**src/rtl/microwave_ctrl_p.sv**
```systemverilog
// Microwave controller: BCD mm:ss keypad entry, countdown with door interlock,
// pause/resume, and power-level duty cycling of the magnetron.
module microwave_ctrl_p #(
    parameter int TICKS_PER_SEC = 50,
    parameter int MIN_DIGITS    = 2,
    parameter int PWR_PERIOD    = 10
) (
    input  logic                    clk,
    input  logic                    clear,
    input  logic [9:0]              keypad,
    input  logic                    startn,
    input  logic                    stopn,
    input  logic                    door_closed,
    input  logic [3:0]              power,
    output logic                    mag,
    output logic                    timer_done,
    output logic [1:0]              state,
    output logic [6:0]              sec_ones_segs,
    output logic [6:0]              sec_tens_segs,
    output logic [7*MIN_DIGITS-1:0] min_segs
);
    localparam int NDIG = 2 + MIN_DIGITS;
    localparam int TW   = 4 * NDIG;
    localparam int PW   = $clog2(TICKS_PER_SEC);

    typedef enum logic [1:0] {
        IDLE   = 2'd0,
        COOK   = 2'd1,
        PAUSED = 2'd2,
        DONE   = 2'd3
    } state_t;

    state_t          state_q, state_n;
    logic [TW-1:0]   time_q, time_n, time_dec;
    logic [PW-1:0]   presc_q, presc_n;
    logic [3:0]      win_q, win_n;
    logic [3:0]      pwr_q, pwr_n;
    logic            full_q, full_n;
    logic [9:0]      kp_q, kp_prev_q;
    logic            start_q, start_prev_q, stop_q, stop_prev_q;
    logic            mag_q, done_q, mag_n;
    logic            key_ev, start_ev, stop_ev, tick, borrow;
    logic [3:0]      key_digit;

    function automatic logic [6:0] seg7(input logic [3:0] d);
        case (d)
            4'd0:    seg7 = 7'h3F;
            4'd1:    seg7 = 7'h06;
            4'd2:    seg7 = 7'h5B;
            4'd3:    seg7 = 7'h4F;
            4'd4:    seg7 = 7'h66;
            4'd5:    seg7 = 7'h6D;
            4'd6:    seg7 = 7'h7D;
            4'd7:    seg7 = 7'h07;
            4'd8:    seg7 = 7'h7F;
            4'd9:    seg7 = 7'h6F;
            default: seg7 = 7'h00;
        endcase
    endfunction

    // Keypad and buttons are captured into edge registers; an event is acted on
    // the edge after capture. Button registers reset to "pressed" (0).
    always_comb begin
        key_ev   = (kp_prev_q == '0) && (kp_q != '0) && ((kp_q & (kp_q - 10'd1)) == '0);
        key_digit = 4'd0;
        for (int i = 0; i < 9; i++) begin
            if (kp_q[i]) key_digit = 4'(i + 1);
        end
        start_ev = start_prev_q & ~start_q;
        stop_ev  = stop_prev_q & ~stop_q;
        tick     = (presc_q == PW'(TICKS_PER_SEC - 1));

        // One-second BCD decrement; seconds-tens wraps to 5, other digits to 9.
        time_dec = time_q;
        borrow   = 1'b1;
        for (int d = 0; d < NDIG; d++) begin
            if (borrow) begin
                if (time_q[4*d +: 4] == 4'd0) begin
                    time_dec[4*d +: 4] = (d == 1) ? 4'd5 : 4'd9;
                end else begin
                    time_dec[4*d +: 4] = time_q[4*d +: 4] - 4'd1;
                    borrow = 1'b0;
                end
            end
        end

        state_n = state_q;
        time_n  = time_q;
        presc_n = presc_q;
        win_n   = win_q;
        pwr_n   = pwr_q;
        full_n  = full_q;
        case (state_q)
            IDLE: begin
                if (stop_ev) begin
                    time_n = '0;
                end else if (start_ev) begin
                    if (door_closed && (time_q != '0)) begin
                        state_n = COOK;
                        presc_n = '0;
                        win_n   = '0;
                        pwr_n   = power;
                        full_n  = (power == 4'd0) || (power > 4'(PWR_PERIOD));
                    end
                end else if (key_ev) begin
                    time_n = {time_q[TW-5:0], key_digit};
                end
            end
            COOK: begin
                if (!door_closed || stop_ev) begin
                    state_n = PAUSED;
                end else if (tick) begin
                    presc_n = '0;
                    win_n   = (win_q == 4'(PWR_PERIOD - 1)) ? 4'd0 : win_q + 4'd1;
                    time_n  = time_dec;
                    if (time_dec == '0) state_n = DONE;
                end else begin
                    presc_n = presc_q + PW'(1);
                end
            end
            PAUSED: begin
                if (stop_ev) begin
                    state_n = IDLE;
                    time_n  = '0;
                end else if (start_ev && door_closed) begin
                    state_n = COOK;
                end
            end
            DONE: begin
                if (!door_closed || stop_ev || key_ev) state_n = IDLE;
            end
            default: state_n = IDLE;
        endcase

        mag_n = (state_n == COOK) && door_closed && (full_n || (win_n < pwr_n));
    end

    always_ff @(posedge clk or posedge clear) begin
        if (clear) begin
            state_q       <= IDLE;
            time_q        <= '0;
            presc_q       <= '0;
            win_q         <= '0;
            pwr_q         <= '0;
            full_q        <= 1'b0;
            kp_q          <= '0;
            kp_prev_q     <= '0;
            start_q       <= 1'b0;
            start_prev_q  <= 1'b0;
            stop_q        <= 1'b0;
            stop_prev_q   <= 1'b0;
            mag_q         <= 1'b0;
            done_q        <= 1'b0;
            sec_ones_segs <= 7'h3F;
            sec_tens_segs <= 7'h3F;
            min_segs      <= {MIN_DIGITS{7'h3F}};
        end else begin
            kp_q          <= keypad;
            kp_prev_q     <= kp_q;
            start_q       <= startn;
            start_prev_q  <= start_q;
            stop_q        <= stopn;
            stop_prev_q   <= stop_q;
            state_q       <= state_n;
            time_q        <= time_n;
            presc_q       <= presc_n;
            win_q         <= win_n;
            pwr_q         <= pwr_n;
            full_q        <= full_n;
            mag_q         <= mag_n;
            done_q        <= (state_n == DONE);
            sec_ones_segs <= seg7(time_q[3:0]);
            sec_tens_segs <= seg7(time_q[7:4]);
            for (int m = 0; m < MIN_DIGITS; m++) begin
                min_segs[7*m +: 7] <= seg7(time_q[8 + 4*m +: 4]);
            end
        end
    end

    // Door gating keeps the magnetron off in the same cycle the door opens.
    assign mag        = mag_q & door_closed;
    assign timer_done = done_q;
    assign state      = state_q;

endmodule

```
**config.mk**
```make
export PLATFORM = sky130hd
export DESIGN_NAME = microwave_ctrl_p
export DESIGN_NICKNAME = d
export VERILOG_FILES = /design/src/rtl/microwave_ctrl_p.sv
export SDC_FILE = /design/constraint.sdc
export NUM_CORES = 1
export LEC_CHECK = 0
export CAP_MARGIN = 30
export CELL_PAD_IN_SITES_DETAIL_PLACEMENT = 1
export CELL_PAD_IN_SITES_GLOBAL_PLACEMENT = 1
export CORE_MARGIN = 3
export CORE_UTILIZATION = 48
export DETAILED_ROUTE_END_ITERATION = 10
export MAX_ROUTING_LAYER = met4
export PLACE_DENSITY_LB_ADDON = 0.3
export RECOVER_POWER = 25
export SETUP_SLACK_MARGIN = 0.2
export SYNTH_ARGS = -nofsm -noshare
export SYNTH_HDL_FRONTEND = slang
export SYNTH_SLANG_ARGS = --single-unit
```
**constraint.sdc**
```tcl
create_clock -name clk -period 9 [get_ports clk]
set_input_delay 2.25 -clock clk [delete_from_list [all_inputs] [get_ports clk]]
set_output_delay 2.25 -clock clk [all_outputs]
set_load 0.02 [all_outputs]
```
==> metrics.yaml <==
rows: 35
clk_pin_slew_ns: 0.08
ant_nets: 0
num_io_pins: 51
start_util: 0.499
p_seq_frac: 0.365
worstSetupEndpointType: "primary output"
yosys_most_used_dff: "dfrtp_1"
antenna_cells: 0
finalSetupTns_ns: 0
worst_r2r_path_depth: 13
drv_cap: 0
status: "finished clean"
area_delta_synth_final_pct: 17.4
cts_buffer_depth: 2
drive_gt1_frac: 0.111
fin_skew_ns: 0.0115
crit_path_frequent_cell: "clkdlybuf4s50_1"
p_leak_nw: 2.35
syn_inst: 474
ir_drop_uv: 131
synth_cell_types: 65
nets: 573
worstHoldPathType: "reg2reg"
power_density_nw_per_um2: 354
track_usage: 0.221
clockRootBuffer: "clkbuf_8"
coreArea_um2: 9330
syn_area_per_cell_um2: 9.83
postCtsSetupRepairBufs: 0
power_frac_comb: 0.486
detail_route.wl_per_cell_um: 17.3
slowest_delay_ns: 0.61
setup_viol: 0
critPathLaunchType: "primary input"
initialDrtViolationCount: 134
hold_buffers: 0
drcViolationCount: 0
drt_first_pass_iters: 5
mostFrequentLayoutCell: "dfrtp_1"
total_power_mw: 1.94
final_cell_mix: "63 x dfrtp_1, 44 x o21ai_0, 39 x clkdlybuf4s50_1"
place_ws_ns: 3.14
totalWireLength_um: 11300
cts_tree: "done"
num_vias: 3793
clkSinkCount: 87
slew_violations: 0
crit_type: "in2out"
rsz0062_at_grt: "no"
grt-ovfl-total: 0
cp_data_required_time_ns: 6.75
sw_frac_of_total: 0.440
htree_num_levels: 3
grt_pass1_wl_um: 19500
grt_max_degree: 49
via_per_inst: 5.83
whs_ns: 0.384
synth_edf_count: 0
fin_crit_sh: 0.651
yosysSeqAreaShare: 0.474
post_cts_resized: 0
cp_cell_sequence: "clkdlybuf4s50_1 -> and2_1 -> clkdlybuf4s50_1"
p_int_mw: 1.09
ys.warnings.count: 0
syn_nets: 530
first_global_vias: 3911
ys_ff_latch: 87
crit_path_top_delay_cell: "clkdlybuf4s50_1"
cts_made_buffers: 9
insertion_delay_ns: 0.36
relSlewSlack: 0.316
synth_area_um2: 4660
async_reset_ff_frac: 1.00
cp.arrival_ns: 3.61
dieArea_um2: 10900
switchingPower_mw: 0.853
io_buffers: 50
die_y_um: 105
antenna_found_initial: 0
fmax_mhz: 171
fp.dieW_um: 105
worstPathMaxFanout: 7
finalWorstSetupSlack_ns: 3.14
holdPathStages: 0
min_period_ns: 5.86
place_congestion: 0.828
power.share.clock: 0.150
dp.final_hpwl_um: 7970
worstMarginPinSlew_ns: 1.02
hold_violations: 0
critical path, delay by kind of cell:
kind	cells	cell delay [ns]
buffers and inverters	2	1.19
AND/OR/NAND/NOR	1	0.17
worst paths after layout:
path / from / slack, ns / endpoint
min in group asynchronous: clear / 2.32 / kp_q[1]
worst min register to register: stop_q / 0.38 / stop_prev_q
worst max-delay path: door_closed / 3.14 / mag
worst min-delay path: stop_q / 0.38 / stop_prev_q
worst max register to register: time_q[1] / 5.03 / mag_q
max in group asynchronous: clear / 6.01 / min_segs[10]
cell usage after synthesis (3+ instances only):
cell type	number	area [µm²]
nor4_1	3	18.8
nor3b_1	4	30.0
and2_1	3	18.8
ha_1	37	463
o22ai_1	12	75.1
dfstp_2	24	631
nor2b_1	4	25.0
or2_2	3	18.8
dfrtp_1	63	1580
o21bai_1	3	22.5
a21oi_1	35	175
nor3_1	17	85.1
clkbuf_1	17	63.8
nand2_1	34	128
nand3_1	12	60.1
a211oi_1	5	37.5
a21o_1	8	60.1
o31ai_1	4	30.0
o211ai_1	4	30.0
nand4_1	4	25.0
nand2b_1	3	18.8
nor2_1	34	128
mux2i_1	8	80.1
a31oi_1	3	18.8
a22oi_1	6	45.0
o21ai_0	44	220
inv_1	32	120
per-stage QoR:
step	instances	area, µm²	utilization
global placement	634	5240	0.562
floorplan	474	4660	-
detailed placement	635	5270	0.564
finish	651	5470	0.586
CTS	651	5470	0.586
global route	651	5470	0.586
state kept, by name, indices dropped and copies added (netlist names):
name / flops
timer_done: 1
pwr_q: 4
win_q: 4
presc_q: 6
sec_tens_segs: 7
start_q: 1
kp_prev_q: 10
mag_q: 1
state: 2
start_prev_q: 1
time_q: 16
full_q: 1
stop_q: 1
min_segs: 14
sec_ones_segs: 7
kp_q: 10
stop_prev_q: 1
power groups by stage:
stage | clock (mW) | sequential, mW | combinational [mW]
finish | 0.290 | 0.707 | 0.942
global route | 0.311 | 0.733 | 1.05
CTS | 0.296 | 0.706 | 0.951
detailed placement | 0 | 0.713 | 0.939
global placement | 0 | 0.700 | 0.895
floorplan | 0 | 0.730 | 0.602
layer usage:
| layer | GRT usage | vias up | routed length (µm) |
|---|---|---|---|
| met5 | - | - | 0 |
| met4 | 0.0674 | 0 | 174 |
| met3 | 0.0286 | 20 | 340 |
| met2 | 0.372 | 64 | 5850 |
| met1 | 0.278 | 1933 | 4910 |
| li1 | - | 1776 | - |
cell type report:
cell class	count	area (µm²)
fillers	1051	3860
flip-flops and latches	87	2210
well taps	129	161
inverters	33	125
repair buffers	52	536
clock inverters	6	66.3
clock buffers	10	138
multi-input cells	334	2240
logic make-up after synthesis:
| logic type | Yosys count | synth area share |
|---|---|---|
| AOI/OAI and AO/OA | 145 | 0.200 |
| and+or+nand+nor | 141 | 0.158 |
| DFF | 87 | 0.474 |
| buffers and inverters | 53 | 0.0462 |
| adders and majority gates | 37 | 0.0994 |
| muxes | 8 | 0.0172 |
| xor gates and xnor gates | 3 | 0.00564 |
No activity file was read; power rests on OpenSTA's default activity.
